===== src/rtl/key_debouncer.sv =====
// key_debouncer: multi-channel key debouncer with prescaled stability counting and press/release pulses
module key_debouncer #(
  parameter int WIDTH = 18,
  parameter int DIV_LOG2 = 16,
  parameter int STABLE_TICKS = 4,
  parameter logic [WIDTH-1:0] INVERT = {WIDTH{1'b0}}
) (
  input  logic             clk,
  input  logic             rst,
  input  logic [WIDTH-1:0] key_in,
  output logic [WIDTH-1:0] key_out,
  output logic [WIDTH-1:0] rise,
  output logic [WIDTH-1:0] fall,
  output logic             any_change
);
  localparam int CW = $clog2(STABLE_TICKS + 1);
  localparam logic [CW-1:0] LAST = CW'(STABLE_TICKS - 1);
  logic [WIDTH-1:0] s1, s2;
  logic [CW-1:0] cnt [WIDTH];
  logic tick;
  generate
    if (DIV_LOG2 == 0) begin : g_nodiv
      assign tick = 1'b1;
    end else begin : g_div
      logic [DIV_LOG2-1:0] pre;
      always_ff @(posedge clk) pre <= rst ? '0 : pre + 1'b1;
      assign tick = &pre;
    end
  endgenerate
  always_ff @(posedge clk) begin
    if (rst) begin
      s1 <= '0;
      s2 <= '0;
      key_out <= '0;
      rise <= '0;
      fall <= '0;
      for (int i = 0; i < WIDTH; i++) cnt[i] <= '0;
    end else begin
      s1 <= key_in ^ INVERT;
      s2 <= s1;
      rise <= '0;
      fall <= '0;
      for (int i = 0; i < WIDTH; i++) begin
        if (s2[i] == key_out[i]) cnt[i] <= '0;
        else if (tick && cnt[i] == LAST) begin
          key_out[i] <= s2[i];
          cnt[i] <= '0;
          rise[i] <= s2[i];
          fall[i] <= ~s2[i];
        end else if (tick) cnt[i] <= cnt[i] + 1'b1;
      end
    end
  end
  assign any_change = |(rise | fall);
endmodule


===== config.mk =====
export PLATFORM = sky130hd
export DESIGN_NAME = key_debouncer
export DESIGN_NICKNAME = d
export VERILOG_FILES = /design/src/rtl/key_debouncer.sv
export SDC_FILE = /design/constraint.sdc
export NUM_CORES = 1
export LEC_CHECK = 0
export CAP_MARGIN = 20
export CORE_ASPECT_RATIO = 0.7
export CORE_MARGIN = 3
export CORE_UTILIZATION = 50
export CTS_BUF_LIST = sky130_fd_sc_hd__clkbuf_16
export DETAILED_ROUTE_END_ITERATION = 10
export PLACE_DENSITY_LB_ADDON = 0.3
export SYNTH_ARGS = -nofsm -noshare
export SYNTH_HDL_FRONTEND = slang
export SYNTH_SLANG_ARGS = --single-unit

===== constraint.sdc =====
create_clock -name clk -period 2.5 [get_ports clk]
set_input_delay 0.25 -clock clk [delete_from_list [all_inputs] [get_ports clk]]
set_output_delay 0.25 -clock clk [all_outputs]
set_load 0.03 [all_outputs]

==> results.py <==
metrics = {
    "synthesis": {
        "post_synth.cell_area_avg_sq_um": 11.3,
        "synthArstFlopShare": 0,
        "yosys_most_used_dff": "dfxtp_1",
        "synth_edf_count": 54,
        "ys_warn_count": 0,
        "synth.distinct_cells": 28,
        "synth_area_sq_um": 7590,
        "synth_nets": 726,
        "synth_seq_cells": 160,
        "seq_area_frac_synth": 0.493,
        "synth_top_area_frac": 0.280,
        "yosys-top-cells-area": "dfxtp_1 28%, edfxtp_1 21%, nor4_2 11%",
        "syn_inst": 669,
        "yosysTopAreaCell": "dfxtp_1",
    },
    "worst_hold_path": {
        "hold_path.startpoint": "rst",
        "worstHoldPathCells": 2,
        "min_to": "s1[2]",
        "min_path_type": "input port to flip-flop",
    },
    "timing": {
        "timing.fmax_ghz": 0.406,
        "period_share": 0.985,
        "slew_violations": 0,
        "max_slew_margin": 0.674,
        "fin_crit_ps": 2460,
        "final_hold_viol_count": 0,
        "fin_skew_ps": 10.1,
        "setup_viol": 0,
        "worstMarginPinSlew_ps": 488,
        "fin_setup_tns_ps": 0,
        "rsz0062_at_grt": "no",
    },
    "global_routing": {
        "grt_pass1_vias": 5346,
        "grt_max_degree": 70,
        "antenna_found_initial": 0,
        "track_usage": 0.214,
        "overflow": 0,
        "grt_pass1_wl_microns": 28100,
    },
    "clocking": {
        "cts_setup_buffers": 0,
        "cts.root.buffer_cell": "clkbuf_16",
        "h-tree-depth": 4,
        "clock_sinks": 160,
        "insertion_delay_ps": 430,
        "clkTransAtPathRegs_ps": 60,
        "tritoncts": "done",
        "cts-buffers-inserted": 17,
        "clk_path_buf_depth": 2,
    },
    "routing": {
        "drtAntennaViolNets": 0,
        "dr.first_iter.drc_count": 252,
        "drc_errors": 0,
        "routedWlPerCell_microns": 18.1,
        "wirelength_microns": 17000,
        "viasPerCell": 5.62,
        "vias": 5279,
        "first_pass_iters": 5,
    },
    "worst_setup_path": {
        "crit_type": "flip-flop to primary output",
        "r2r_slack_ps": 430,
        "cp-start-kind": "flip-flop",
        "r2r_cells": 4,
        "cp_max_fo": 2,
        "r2r_end": "cnt[9][2]",
        "worst_ep_required_time_ps": 2250,
        "worst_ep_arrival_time_ps": 2210,
        "regToRegStartpoint": "g_div.pre[2]",
        "end_kind": "primary output",
    },
    "placed_design": {
        "gp_congestion": 0.786,
        "placed_cell_area_sq_um": 8510,
        "dp.cells": 907,
        "hpwlAfterDp_microns": 11700,
        "io_buffer_count": 74,
    },
    "die": {
        "dieArea_sq_um": 16700,
        "row_count": 36,
        "core_sq_um": 14400,
        "io_pins": 75,
        "initial_core_util": 0.528,
        "die_w_microns": 153,
        "die_h_microns": 109,
    },
    "power": {
        "totalPowerFinal_mw": 5.49,
        "p_per_area_nw_per_um2": 604,
        "ir_drop_v": 0.000543,
        "leakage_nw": 3.07,
    },
    "finish": {
        "area_growth_pct": 19.8,
        "final_cell_mix": "106 x dfxtp_1, 72 x clkdlybuf4s50_1, 68 x nor4_2",
        "final_cell_area_sq_um": 9080,
        "drive_above_1_share": 0.195,
        "final_common_cell": "dfxtp_1",
        "stdcell_count": 939,
        "num_antenna_cells": 0,
        "fillers": 1120,
        "fin_nets": 793,
    },
    "outcome": {
        "status": "complete, no violations",
    },
    "job": {
        "cap_viol_max_count": 0,
    },
}
[how the worst max path moves through the flow]
stage	from	to	slack [ps]
after global routing	fall[1]	any_change	10
after floorplan	g_div.pre[0]	cnt[12][0]	560
after detailed placement	rise[3]	any_change	220
after global placement	fall[3]	any_change	270
final	rise[3]	any_change	40
after CTS	fall[1]	any_change	70
[power by group]
group	total, mW	internal, mW	switching [mW]
Combinational	0.239	0.0896	0.149
Clock	2.48	1.46	1.02
Sequential	2.77	2.73	0.0396
[layout make-up]
class	count	area (sq um)	area share
repair buffers	93	921	0.101
clock buffers	19	475	0.0523
multi-input cells	419	3450	0.380
inverters	45	169	0.0186
flip-flops and latches	160	3740	0.412
clock inverters	13	88.8	0.00978
well taps	190	238	0.0262
[cell families (layout without fill, tap and decap cells)]
family / after synthesis / count (layout) / synth area share
adders and majority gates: 37 / 37 / 0.0610
AOI/OAI and AO/OA: 11 / 11 / 0.00874
and+or+nand+nor: 326 / 326 / 0.326
buffers and inverters: 90 / 170 / 0.0539
DFF: 160 / 160 / 0.493
xor gates and xnor gates: 21 / 21 / 0.0242
muxes: 24 / 24 / 0.0327
[worst max-delay path, cell delays in order, from the launching register on]
cell	delay, ps
dfxtp_1	330
nor4_2	400
nand4_1	230
or3_1	450
dlygate4sd2_1	370
[flip-flops by register name (all words and copies together), names as in the netlist]
name,count
cnt,54
s2,18
g_div.pre,16
rise,18
s1,18
key_out,18
fall,18
[metal layers]
layer  GRT usage  wire length, microns  vias to the layer above
li1            -                     -                     2525
met5           0                     0                        -
met2       0.340                  7730                      161
met3      0.0583                  1150                       12
met4      0.0668                   181                        0
met1       0.289                  7930                     2581
[through the flow]
step           hold slack (ps)  utilization  setup slack (ps)
2_1_floorplan              378            -               559
3_3_place_gp               422        0.592               274
3_5_place_dp               428        0.592               224
4_1_cts                    173        0.632              67.5
5_1_grt                    202        0.632              13.5
6_report                   183        0.632              36.6
[Yosys cell counts (all sizes together), types with 2 or more instances]
library cell	instances
nor2	10
o31ai	2
xnor2	2
or4	3
nand4	24
clkbuf	30
xor2	19
dfxtp	106
inv	45
nand3	7
mux2	6
nand2b	48
nand2	64
nor2b	42
nor4	99
ha	37
o21ai	3
or3	4
mux2i	18
buf	15
nor4b	24
edfxtp	54
a21oi	5
[repair_timing]
| item | 4_1_cts | 5_1_grt |
|---|---|---|
| gates resized for setup | 2 | 1 |
| hold buffers | 0 | 0 |
| setup endpoints to repair | 1 | 1 |
| pin swaps | 0 | 0 |
(Power assumes the default switching activity.)
